File: src/rtl/strike_pkg.sv
// Shared definitions for the strike core: opcodes, FSM state encodings and
// instruction field helpers.
package strike_pkg;

    localparam logic [3:0] OP_NOP  = 4'h0;
    localparam logic [3:0] OP_LDI  = 4'h1;
    localparam logic [3:0] OP_ADDI = 4'h2;
    localparam logic [3:0] OP_SUBI = 4'h3;
    localparam logic [3:0] OP_ANDI = 4'h4;
    localparam logic [3:0] OP_ORI  = 4'h5;
    localparam logic [3:0] OP_XORI = 4'h6;
    localparam logic [3:0] OP_OUT  = 4'h7;
    localparam logic [3:0] OP_JMP  = 4'h8;
    localparam logic [3:0] OP_JZ   = 4'h9;
    localparam logic [3:0] OP_JC   = 4'hA;
    localparam logic [3:0] OP_CALL = 4'hB;
    localparam logic [3:0] OP_RET  = 4'hC;
    localparam logic [3:0] OP_HALT = 4'hD;

    localparam logic [1:0] ST_FETCH = 2'd0;
    localparam logic [1:0] ST_EXEC  = 2'd1;
    localparam logic [1:0] ST_HALT  = 2'd2;

    // Instruction words are widened to this size before slicing.
    localparam int WORD_MAX = 64;

    function automatic logic [3:0] op_field(input logic [WORD_MAX-1:0] word, input int addr_w);
        return word[addr_w +: 4];
    endfunction

    function automatic logic [WORD_MAX-1:0] arg_field(input logic [WORD_MAX-1:0] word, input int addr_w);
        return word & ((64'd1 << addr_w) - 64'd1);
    endfunction

endpackage

File: src/rtl/strike_alu.sv
// Combinational accumulator ALU; non-ALU opcodes pass acc and carry through.
module strike_alu
    import strike_pkg::*;
#(
    parameter int DATA_W = 4
) (
    input  logic [3:0]        op,
    input  logic [DATA_W-1:0] acc,
    input  logic [DATA_W-1:0] imm,
    input  logic              c_in,
    output logic [DATA_W-1:0] result,
    output logic              carry,
    output logic              zero
);

    logic [DATA_W:0] sum;

    assign sum = {1'b0, acc} + {1'b0, imm};

    always_comb begin
        result = acc;
        carry  = c_in;
        case (op)
            OP_LDI:  result = imm;
            OP_ADDI: {carry, result} = sum;
            OP_SUBI: begin
                result = acc - imm;
                carry  = (acc < imm);
            end
            OP_ANDI: begin
                result = acc & imm;
                carry  = 1'b0;
            end
            OP_ORI: begin
                result = acc | imm;
                carry  = 1'b0;
            end
            OP_XORI: begin
                result = acc ^ imm;
                carry  = 1'b0;
            end
            default: ;
        endcase
        zero = (result == '0);
    end

endmodule

File: src/rtl/strike_core.sv
// Multi-cycle fetch/execute accumulator core with flags, conditional branches,
// a return-address stack and a variable-latency ROM interface.
module strike_core
    import strike_pkg::*;
#(
    parameter int DATA_W      = 4,
    parameter int ADDR_W      = 6,
    parameter int STACK_DEPTH = 4
) (
    input  logic              clock,
    input  logic              reset,
    output logic              rom_req,
    output logic [ADDR_W-1:0] rom_addr,
    input  logic              rom_ack,
    input  logic [ADDR_W+3:0] rom_data,
    output logic [DATA_W-1:0] leds,
    output logic              stop,
    output logic              fault
);

    localparam int SP_W  = $clog2(STACK_DEPTH + 1);
    localparam int IDX_W = (STACK_DEPTH > 1) ? $clog2(STACK_DEPTH) : 1;
    localparam logic [SP_W-1:0] SP_FULL = SP_W'(STACK_DEPTH);

    logic [1:0]        state;
    logic [ADDR_W-1:0] pc;
    logic [ADDR_W+3:0] ir;
    logic [3:0]        op;
    logic [ADDR_W-1:0] arg;
    logic [DATA_W-1:0] acc;
    logic [DATA_W-1:0] imm;
    logic              zf;
    logic              cf;
    logic [SP_W-1:0]   sp;
    logic [SP_W-1:0]   sp_dec;
    logic [IDX_W-1:0]  push_idx;
    logic [IDX_W-1:0]  pop_idx;
    logic [ADDR_W-1:0] stack [STACK_DEPTH];
    logic [DATA_W-1:0] alu_result;
    logic              alu_carry;
    logic              alu_zero;
    logic              alu_op;

    assign op       = op_field(WORD_MAX'(ir), ADDR_W);
    assign arg      = ADDR_W'(arg_field(WORD_MAX'(ir), ADDR_W));
    assign imm      = arg[DATA_W-1:0];
    assign sp_dec   = sp - SP_W'(1);
    assign push_idx = sp[IDX_W-1:0];
    assign pop_idx  = sp_dec[IDX_W-1:0];
    assign alu_op   = (op >= OP_LDI) && (op <= OP_XORI);

    // Fetch handshake: rom_req stays high with rom_addr == pc until a cycle
    // with rom_ack high, which transfers rom_data; ack is ignored otherwise.
    assign rom_req  = (state == ST_FETCH) && !reset;
    assign rom_addr = pc;
    assign stop     = (state == ST_HALT);

    strike_alu #(.DATA_W(DATA_W)) u_alu (
        .op     (op),
        .acc    (acc),
        .imm    (imm),
        .c_in   (cf),
        .result (alu_result),
        .carry  (alu_carry),
        .zero   (alu_zero)
    );

    always_ff @(posedge clock) begin
        if (reset) begin
            state <= ST_FETCH;
            pc    <= '0;
            ir    <= '0;
            acc   <= '0;
            zf    <= 1'b0;
            cf    <= 1'b0;
            sp    <= '0;
            leds  <= '0;
            fault <= 1'b0;
        end else begin
            case (state)
                ST_FETCH: begin
                    if (rom_ack) begin
                        ir    <= rom_data;
                        pc    <= pc + ADDR_W'(1);
                        state <= ST_EXEC;
                    end
                end
                ST_EXEC: begin
                    state <= ST_FETCH;
                    if (alu_op) begin
                        acc <= alu_result;
                        zf  <= alu_zero;
                        cf  <= alu_carry;
                    end
                    case (op)
                        OP_OUT: leds <= acc;
                        OP_JMP: pc <= arg;
                        OP_JZ:  if (zf) pc <= arg;
                        OP_JC:  if (cf) pc <= arg;
                        OP_CALL: begin
                            if (sp == SP_FULL) begin
                                fault <= 1'b1;
                                state <= ST_HALT;
                            end else begin
                                stack[push_idx] <= pc;
                                sp              <= sp + SP_W'(1);
                                pc              <= arg;
                            end
                        end
                        OP_RET: begin
                            if (sp == '0) begin
                                fault <= 1'b1;
                                state <= ST_HALT;
                            end else begin
                                sp <= sp_dec;
                                pc <= stack[pop_idx];
                            end
                        end
                        OP_HALT: state <= ST_HALT;
                        4'hE, 4'hF: begin
                            fault <= 1'b1;
                            state <= ST_HALT;
                        end
                        default: ;
                    endcase
                end
                default: ;  // halted until reset
            endcase
        end
    end

endmodule

File: config.mk
export PLATFORM = sky130hd
export DESIGN_NAME = strike_core
export DESIGN_NICKNAME = d
export VERILOG_FILES = /design/src/rtl/strike_pkg.sv /design/src/rtl/strike_alu.sv /design/src/rtl/strike_core.sv
export SDC_FILE = /design/constraint.sdc
export NUM_CORES = 1
export LEC_CHECK = 0
export ABC_AREA = 1
export CORE_MARGIN = 3
export CORE_UTILIZATION = 25
export CTS_CLUSTER_DIAMETER = 40
export DETAILED_ROUTE_END_ITERATION = 8
export GPL_TIMING_DRIVEN = 0
export PLACE_DENSITY_LB_ADDON = 0.12
export SLEW_MARGIN = 20
export SYNTH_ARGS = -nofsm -noshare
export SYNTH_HDL_FRONTEND = slang
export SYNTH_SLANG_ARGS = --single-unit
File: constraint.sdc
create_clock -name clock -period 4.2 [get_ports clock]
set_input_delay 0.84 -clock clock [delete_from_list [all_inputs] [get_ports clock]]
set_output_delay 0.84 -clock clock [all_outputs]
set_load 0.02 [all_outputs]
==> impl_metrics.tcl, run 1 <==
set metrics [dict create \
    die_w_um 118 \
    finalCritPeriodShare_pct 66.2 \
    end_kind "primary output" \
    setup_violations 0 \
    multi_input_area_sq_um 1540 \
    synth-seq-cells 56 \
    ys_seq_area_share_pct 43.7 \
    grt_usage_pct 12.9 \
    timing.rr.start "sp[0]" \
    firstDrtPassIters 4 \
    hold_violations 0 \
    hold_buffers 0 \
    relSlewSlack_pct 56.9 \
    postCtsSetupBuffers 0 \
    via_per_inst 4.41 \
    path_cells "clkbuf_1 -> nor3_1 -> clkdlybuf4s50_1" \
    syn_area_per_cell_sq_um 7.83 \
    postRouteWirelength_um 8710 \
    crit_start "reset" \
    clock-sinks 56 \
    diodes 0 \
    setup_tns_ns 0 \
    portBuffers 24 \
    start_kind "input pin" \
    top_layer "met4" \
    std_cell_rows 40 \
    ir_drop_v 0.000195 \
    required_ns 3.36 \
    async_reset_ff_share_pct 0 \
    cts_buffers 5 \
    routed-wl-met3_um 408 \
    synth_cell_types 32 \
    cts_resized 0 \
    antenna_left 0 \
    fill_cells 1322 \
    core_area_sq_um 12100 \
    power_leakage_uw 0.00150 \
    yosysWarnings 0 \
    crit_type "input pin to primary output" \
    syn_nets 432 \
    wl_per_cell_um 14.6 \
    fin_nets 463 \
    grt_pass1_vias 2608 \
    syn_area_sq_um 3120 \
    rsz0062_at_grt "false" \
    worstHoldStart "ir[4]" \
    slew_viol_final 0 \
    synth_flop_cell "dfxtp_1" \
    drt_iter0_drc 201 \
    start_util_pct 25.7 \
    cap_violations 0 \
    cts_tree "yes" \
    drc 0 \
    status "finished clean" \
    dp_hpwl_um 6520 \
    worst-path-max-fanout 10 \
    fmax_mhz 360 \
    cp.arrival_ns 1.94 \
    area_growth_pct 19.8 \
    cp_slowest_stage_delay_ns 0.63 \
    fin_skew_ns 0.00313 \
    netlist_instances 398 \
    dieArea_sq_um 13800 \
    register_area_sq_um 1360 \
    drive_gt1_share_pct 6.74 \
    cts_root_buf "clkbuf_16" \
    period_minus_slack_ns 2.78 \
    cts.clk_slew.worst_paths_ns 0.07 \
    wl_met2_um 3600 \
    grt_pass1_wl_um 14400 \
    worst_pin_slew_ns 0.645 \
    power_density_nw_per_um2 350 \
    ios 26 \
    dp_cells 590 \
    slowest_stage "clkdlybuf4s50_1" \
    clock_latency_ns 0.30 \
    gp_congestion 0.822 \
    cts_buffer_depth 2 \
    grt_antenna_before_repair 0 \
    wl_met1_um 4660 \
    layoutNonFillerInstCount 598 \
    num_vias 2636 \
    htreeDepth 2 \
    holdCritPathClass "register to register" \
    dieHeight_um 118 \
    overflow 0 \
    grt_start_max_net_pins 18 \
    synth_edf_count 24 \
]
report_power, final:
group | switching [uW] | internal [uW] | leakage (uW)
Combinational | 126 | 71.9 | 0.000939
Sequential | 29.3 | 588 | 0.000479
Clock | 206 | 285 | 0.0000815
Total | 361 | 945 | 0.00150
flip-flops by register name, summed over array words and instances, names as in the netlist:
name and cells:
stack 24, ir 10, rom_addr 6, acc 4
leds 4, sp 3, state 2, cf 1
fault 1, zf 1
worst max-delay path: cells and delay by family:
family	cells	cell delay [ns]
buffers and inverters	2	0.88
and+or+nand+nor	1	0.21
layer usage:
| metal | up-vias | global-route usage [%] |
|---|---|---|
| met1 | 1209 | 19.6 |
| met3 | 3 | 2.50 |
| met4 | 0 | 3.15 |
| met5 | - | 0 |
| li1 | 1369 | - |
| met2 | 55 | 18.8 |
path summary, 6_finish.rpt:
path,end,cells past startpoint,slack (ns)
max,rom_req,3,1.42
min,ir[4],2,0.47
max reg2reg,stack[2][0],7,1.55
min reg2reg,ir[4],2,0.47
through the flow:
step | utilization [%] | hold WS [ns] | cell area [sq um] | total power, uW | worst slack, ns
floorplan | - | 0.430 | 3120 | 754 | 1.87
global placement | 29.5 | 0.460 | 3570 | 830 | 1.39
detailed placement | 29.5 | 0.458 | 3570 | 828 | 1.40
CTS | 30.8 | 0.471 | 3730 | 1330 | 1.39
global route | 30.8 | 0.506 | 3730 | 1370 | 1.31
finish | 30.8 | 0.468 | 3730 | 1310 | 1.42
synthesized netlist by cell type, drive strengths merged, types with 4 or more instances:
| master | n | area [sq um] |
|---|---|---|
| nand2 | 82 | 325 |
| nor2 | 63 | 279 |
| inv | 45 | 169 |
| o21ai | 43 | 215 |
| a21oi | 34 | 181 |
| dfxtp | 32 | 641 |
| nand3 | 25 | 125 |
| edfxtp | 24 | 721 |
| ha | 19 | 238 |
| buf | 5 | 28.8 |
| clkbuf | 5 | 18.8 |
| nor3 | 5 | 30.0 |
| o22ai | 4 | 25.0 |
cells in the final DEF, fill, tap and decap left out, types with 2 or more instances in the layout:
cell type	count
nor2_8	2
clkbuf_16	5
nand3_1	25
nor3_1	4
a21oi_1	31
nor2_1	59
buf_1	2
fa_1	2
o21ai_1	7
xnor2_1	2
nand4_1	2
ha_1	19
clkdlybuf4s50_1	24
xor2_1	2
a21oi_2	3
o22ai_1	4
buf_2	2
clkbuf_1	6
nand2_1	77
inv_2	6
dfxtp_1	32
inv_1	39
edfxtp_1	24
o21ai_0	36
nand2_2	4
cell families after synthesis:
logic type      Yosys count  share of synthesized area, %
simple gates            178                          25.0
compound gates           84                          14.3
flops                    56                          43.7
buf+inv                  55                          6.95
fa+ha+maj                21                          8.91
xor+xnor                  4                          1.12
cell type report:
class | instances | share of cell area, %
buffer | 10 | 1.27
clock buffer | 6 | 3.45
clock inverter | 2 | 1.04
inverter | 45 | 4.52
multi-input combinational | 287 | 41.2
sequential | 56 | 36.4
tap | 168 | 5.63
timing repair buffer | 24 | 6.43
(Power assumes the default switching activity.)
==> inputs of run 2 (changes only) <==
==> constraint.sdc (replaced) <==
create_clock -name clock -period 2.8 [get_ports clock]
set_input_delay 0.56 -clock clock [delete_from_list [all_inputs] [get_ports clock]]
set_output_delay 0.56 -clock clock [all_outputs]
set_load 0.02 [all_outputs]
==> results of run 2 <==
The final DEF is identical to that of run 1. Status: finished clean.
Main changes from that run: setup slack after placement 1.40 ns -> 0.120 ns; setup slack after layout 1.42 ns -> 0.154 ns; start point of the critical path reset -> sp[0]; end point of the critical path rom_req -> stack[2][0]; register-to-register setup slack 1.55 ns -> 0.15 ns; total power 1310 uW -> 1960 uW; worst IR drop on VDD 0.000195 V -> 0.000293 V
==> edit 1, RTL diff (settings of run 1) <==
`DATA_W` is set to 4 in 2 places; all go to 6.
--- a/src/rtl/strike_alu.sv
+++ b/src/rtl/strike_alu.sv
@@ -4,3 +4,3 @@
 #(
-    parameter int DATA_W = 4
+    parameter int DATA_W = 6
 ) (
--- a/src/rtl/strike_core.sv
+++ b/src/rtl/strike_core.sv
@@ -5,3 +5,3 @@
 #(
-    parameter int DATA_W      = 4,
+    parameter int DATA_W      = 6,
     parameter int ADDR_W      = 6,
Ports: changed (resized leds); port bits go from 26 to 28. No check against the original RTL was run, so the function may have changed too.
==> edit 1 against run 1 <==
  * Sequential share of layout area is 3.3 points lower
  * Cell area is 17% higher
  * Sequential cell count is 4 higher
  * Highest routed layer unchanged
  * Count of clock-buffer cells in the layout is 5 higher
  * Area after synthesis is 15% higher
  * Routed wire length is 28% higher
  * Setup slack worse by 570 ps
  * Sequential power is 6.8% higher
  * Clock skew is 3.6 ps higher
  * Total power is 26% higher
==> edit 1: results (changes against run 1) <==
Clocking
  – Worst skew pair latency: 330 ps (+30 ps)
  – Cts bufs inserted: 9 (+4)
  – Worst-path clk slew: 50 ps (-20 ps)
  – Post_cts resized: 0 (unchanged)
  – Setup bufs post-CTS: 0 (unchanged)
  – Clock root cell: clkbuf_16
  – Htree depth: 3 (+1)
  – Maximum buffer depth of the clock tree: 2 (unchanged)

Power
  – Leak: 1.782 nW (+19%)
  – Worst IR Drop VDD: 0.0001905 V (-2.4%)

Synthesis
  – Async SR Flop Fraction: 0% (unchanged)
  – Top cells by area, synth: dfxtp_1, edfxtp_1, ha_1, nand2_1, o21ai_0
  – Syn Nets: 508 (+18%)
  – Yosys warns: 0 (unchanged)
  – Synth unique cells: 36 (+13%)
  – Mean post-synth cell area: 7.630 um^2 (-2.6%)
  – Post-synth top cells: nand2_1, nor2_1, inv_1, o21ai_0
  – Number of synthesized flops with an enable pin: 24 (unchanged)
  – Register area share after synthesis: 40.36% (-3.3 points)

Place
  – # port buffers: 27 (+13%)
  – Hpwl dp: 8485 um (+30%)
  – Post-Place Cells: 675 (+14%)
  – RePlAce Congestion: 0.8342 (+1.4%)

Detailed routing
  – DR iter-0 viols: 231 (+15%)
  – Detailed-router iteration count before antenna repair: 5 (+1)
  – DRT Wirelength: 11,100 um (+28%)
  – Drt via density: 4.634 (+5.1%)

Cells and area
  – Post-route insts no fill: 691 (+16%)
  – Layout cells sized above 1: 6.849% (+0.11 points)
  – Final Net Count: 546 (+18%)
  – ANT cells: 0 (unchanged)
  – Biggest regs: stack x24, ir x10

STA
  – Final Skew: 6.751 ps (+3.617 ps)
  – Headroom to the max-slew limit: 55.76% (-1.1 points)
  – Setup Viol. Count Final: 0 (unchanged)

Setup path
  – Worst Reg-to-Reg Cells: 7 (unchanged)
  – Cell family with most CP delay: buffers and inverters
  – Crit-path max FO: 10 (unchanged)
  – CP max stage delay: 560 ps (-70 ps)
  – Slowest cell on crit path: clkdlybuf4s50_1
  – Critical path arrival: 2510 ps (+570 ps)

GRT
  – Vias in the first global route: 3,258 (+25%)
  – Overall Global Routing Usage: 14.45% (+1.5 points)
  – Largest net degree at the start of global routing: 12 (-6)
  – Wire length of the first global-routing pass: 17,720 um (+23%)
  – Initial antenna violation count: 0 (unchanged)

Status
  – Status: finished, final reports clean

Worst hold path
  – Hold depth: 2 (unchanged)
  – Hold WC Path Type: flip-flop to flip-flop
## edit 1: power by group
part | internal, mW | switching [mW] | total (mW) | leakage [nW]
logic | 0.0915 | 0.174 | 0.265 | 1.13
registers | 0.630 | 0.0304 | 0.660 | 0.515
clock network | 0.456 | 0.262 | 0.718 | 0.133
## edit 1: cell type report
type	count	area [um^2]
Timing Repair Buffer	27	270.3
Clock buffer	11	232.7
Clock inverter	5	53.80
Multi-Input combinational cell	335	1844
Fill cell	1471	9582
Sequential cell	60	1441
Inverter	61	229.0
Buffer	12	56.30
Tap cell	180	225.2
## edit 1: logic make-up (layout without fill, tap and decap cells)
logic type	count (synthesis)	count (layout)	synth area share [%]
AO/OA/AOI/OAI	112	112	16.99
XOR/XNOR	4	4	0.9813
adder cells (fa/ha/maj)	27	27	9.881
buffers and inverters	73	116	7.989
flip-flops	60	60	40.36
AND/OR/NAND/NOR	192	192	23.79
## edit 1: worst register-to-register path, stage by stage, from the launching register on
cell and delay, ps:
dfxtp_1 420, inv_1 160, clkbuf_1 280, ha_1 330, ha_1 210, nor2_1 140
nand3_1 150, nor2_1 560
## edit 1: routing by layer
| layer | GRT usage, % | vias up | share of wire [%] |
|---|---|---|---|
| met5 | 0 | - | 0 |
| met4 | 4.783 | 0 | 1.4 |
| met3 | 3.204 | 11 | 5.1 |
| met2 | 22.22 | 71 | 45 |
| met1 | 20.10 | 1484 | 48 |
| li1 | - | 1636 | - |
## edit 1: worst paths after layout
| kind | from | endpoint | slack [ps] |
|---|---|---|---|
| hold / removal | fault | fault | 470 |
| hold reg to reg | fault | fault | 470 |
| setup / recovery | reset | rom_req | 850 |
| setup reg to reg | sp[0] | stack[3][5] | 1570 |
## edit 1: stage by stage
stage          power [mW]  instance area (um^2)  utilization (%)  hold slack [ps]  worst slack (ps)
2_1_floorplan      0.8376                  3571                -            456.6              1859
3_3_place_gp       0.9364                  4066            29.18            459.1             831.3
3_5_place_dp       0.9364                  4066            29.18            472.8             806.1
4_1_cts             1.661                  4353            31.24            485.3             804.5
5_1_grt             1.728                  4353            31.24            526.8             733.5
6_report            1.643                  4353            31.24            473.2             846.0
==> edit 2, RTL diff (flow settings as in run 1) <==
Without the edit above. Register the output `leds` once more, without a reset; this adds one clock of latency there. The other outputs are not delayed to match.
--- a/src/rtl/strike_core.sv
+++ b/src/rtl/strike_core.sv
@@ -23,2 +23,4 @@
     localparam logic [SP_W-1:0] SP_FULL = SP_W'(STACK_DEPTH);
+
+    logic [DATA_W-1:0] leds_s0;
 
@@ -76,3 +78,3 @@
             sp    <= '0;
-            leds  <= '0;
+            leds_s0 <= '0;
             fault <= 1'b0;
@@ -95,3 +97,3 @@
                     case (op)
-                        OP_OUT: leds <= acc;
+                        OP_OUT: leds_s0 <= acc;
                         OP_JMP: pc <= arg;
@@ -131,2 +133,6 @@
 
+    always_ff @(posedge clock) begin
+        leds <= leds_s0;
+    end
+
 endmodule
Function: changed (a bounded check fails within 10 cycles, from zero or initial values and one cycle with reset high).
==> edit 2 against run 1 <==
  * Cell area up 4.8%
  * Register-to-register slack worse by 20 ps
  * Total power up 23%
  * Area after synthesis up 1.3%
  * Sequential share of layout area up 0.39 points
  * Clock power up 55%
  * Sequential cell count up 4
  * Routed wire length down 3.4%
  * Critical path type is now flip-flop to flip-flop
  * Setup slack better by 110 ps
==> edit 2: results (changes against run 1) <==
Synthesis
  – Synth unique cells: 31 (-3.1%)
  – Main synth FF type: dfxtp_1
  – Register area share after synthesis: 45.66% (+2.0 points)
  – Syn Nets: 437 (+1.2%)
  – Mean post-synth cell area: 7.833 um^2 (about the same)
  – Top cells by area, synth: dfxtp_1, edfxtp_1, nand2_1, o21ai_0, ha_1
  – Yosys warns: 0 (unchanged)
  – Number of synthesized flops with an enable pin: 24 (unchanged)
  – Post-synth top cells: nand2_1, nor2_1, o21ai_0, inv_1, dfxtp_1
  – Async SR Flop Fraction: 0% (unchanged)

Power
  – Leak: 1.641 nW (+9.4%)
  – Worst IR Drop VDD: 0.0001795 V (-8.0%)

GRT
  – Vias in the first global route: 2,604 (-0.15%)
  – Overall Global Routing Usage: 12.30% (-0.64 points)
  – Wire length of the first global-routing pass: 13,520 um (-6.1%)
  – Grt total ovfl: 0 (unchanged)
  – Initial antenna violation count: 0 (unchanged)
  – Largest net degree at the start of global routing: 14 (-4)

Detailed routing
  – DR iter-0 viols: 133 (-34%)
  – Length of routed met2 wiring: 3659 um (+1.7%)
  – Drt wl/cell: 13.77 um (-5.4%)
  – Met3 wire length: 315 um (-23%)
  – Top layer in use: met4
  – Drt via density: 4.406 (about the same)
  – Detailed-router iteration count before antenna repair: 4 (unchanged)
  – Routed metal-1 wire length: 4354 um (-6.5%)
  – Via count: 2,692 (+2.1%)

Clocking
  – Worst-path clk slew: 60 ps
  – Cts bufs inserted: 9 (+4)
  – Worst skew pair latency: 330 ps (+30 ps)
  – Htree depth: 3 (+1)
  – Maximum buffer depth of the clock tree: 2 (unchanged)
  – Setup bufs post-CTS: 0 (unchanged)
  – Clock root cell: clkbuf_16

Worst hold path
  – HP Start: leds_s0[1]
  – Hold depth: 0 (-2)
  – Worst Hold End: leds[1]
  – Hold WC Path Type: flip-flop to flip-flop

Floorplanning
  – Chip width: 118.4 um (+0.61%)

Setup path
  – Crit-path max FO: 11 (+1)
  – R2r endpoint: stack[1][2]
  – Worst Reg-to-Reg Cells: 7 (unchanged)
  – R2r setup slk: 1530 ps (-20 ps)
  – Critical path arrival: 2630 ps (+690 ps)
  – FF-to-FF Start: sp[0]

Cells and area
  – Layout cells sized above 1: 6.095% (-0.65 points)
  – Filler cells: 1,318 (-0.30%)
  – Largest Register: stack
  – Final Net Count: 472 (+1.9%)
  – ANT cells: 0 (unchanged)
  – Largest register FFs: 24 (unchanged)

Place
  – RePlAce Congestion: 0.8095 (-1.6%)
  – Hpwl dp: 6204 um (-4.9%)
  – Post-Place Cells: 595 (+0.85%)

Status
  – Status: finished, final reports clean

STA
  – Worst-Margin Slew: 919.4 ps (+274.6 ps)
  – Final Skew: 7.844 ps (+4.710 ps)
## edit 2: per-layer routing
layer	GRT usage [%]	up-vias
met3	2.584	7
met4	4.490	0
met2	18.51	44
met5	0	-
met1	17.38	1247
li1	-	1394
## edit 2: kinds of logic after synthesis
family                   after synthesis  share of synthesized area (%)
AO/OA/AOI/OAI                         95                          15.85
XOR/XNOR                               4                          1.110
adder cells (fa/ha/maj)               21                          8.799
buffers and inverters                 61                          7.689
flip-flops                            60                          45.66
multiplexers                           1                         0.3171
AND/OR/NAND/NOR                      161                          20.57
## edit 2: worst max-delay path by stage
| stage | from | end | slack (ps) | cells past startpoint |
|---|---|---|---|---|
| floorplan | reset | rom_req | 1950 | 2 |
| global placement | sp[0] | stack[3][3] | 1530 | 7 |
| detailed placement | sp[0] | stack[1][3] | 1490 | 7 |
| CTS | sp[0] | stack[1][3] | 1470 | 7 |
| global route | sp[0] | stack[0][1] | 1210 | 7 |
| finish | sp[0] | stack[1][2] | 1530 | 7 |
## edit 2: layout make-up
| class | count | area share, % |
|---|---|---|
| buffer | 11 | 1.407 |
| clock buffer | 9 | 5.756 |
| clock inverter | 7 | 2.047 |
| inverter | 50 | 4.797 |
| multi-input combinational | 282 | 37.64 |
| sequential | 60 | 36.84 |
| tap | 168 | 5.373 |
| timing repair buffer | 24 | 6.140 |
## edit 2: critical path, cell delays in order (launching register included)
cell and delay, ps:
dfxtp_1 450, inv_1 140, clkbuf_1 290, ha_1 340
ha_1 210, nor2_1 130, nand3_1 170, nor2_1 560
## edit 2: metrics by stage
step	worst slack (ps)	hold slack, ps	area (um^2)	power (mW)
global route	1214	354.7	3913	1.683
detailed placement	1489	339.9	3607	0.8552
global placement	1527	340.1	3607	0.8563
floorplan	1948	325.9	3157	0.7846
finish	1532	348.1	3913	1.602
CTS	1473	352.1	3913	1.625
## edit 2: power by group
group | internal (mW) | switching [mW]
sequential | 0.628 | 0.0276
combinational | 0.0701 | 0.118
clock | 0.467 | 0.292
total | 1.17 | 0.437
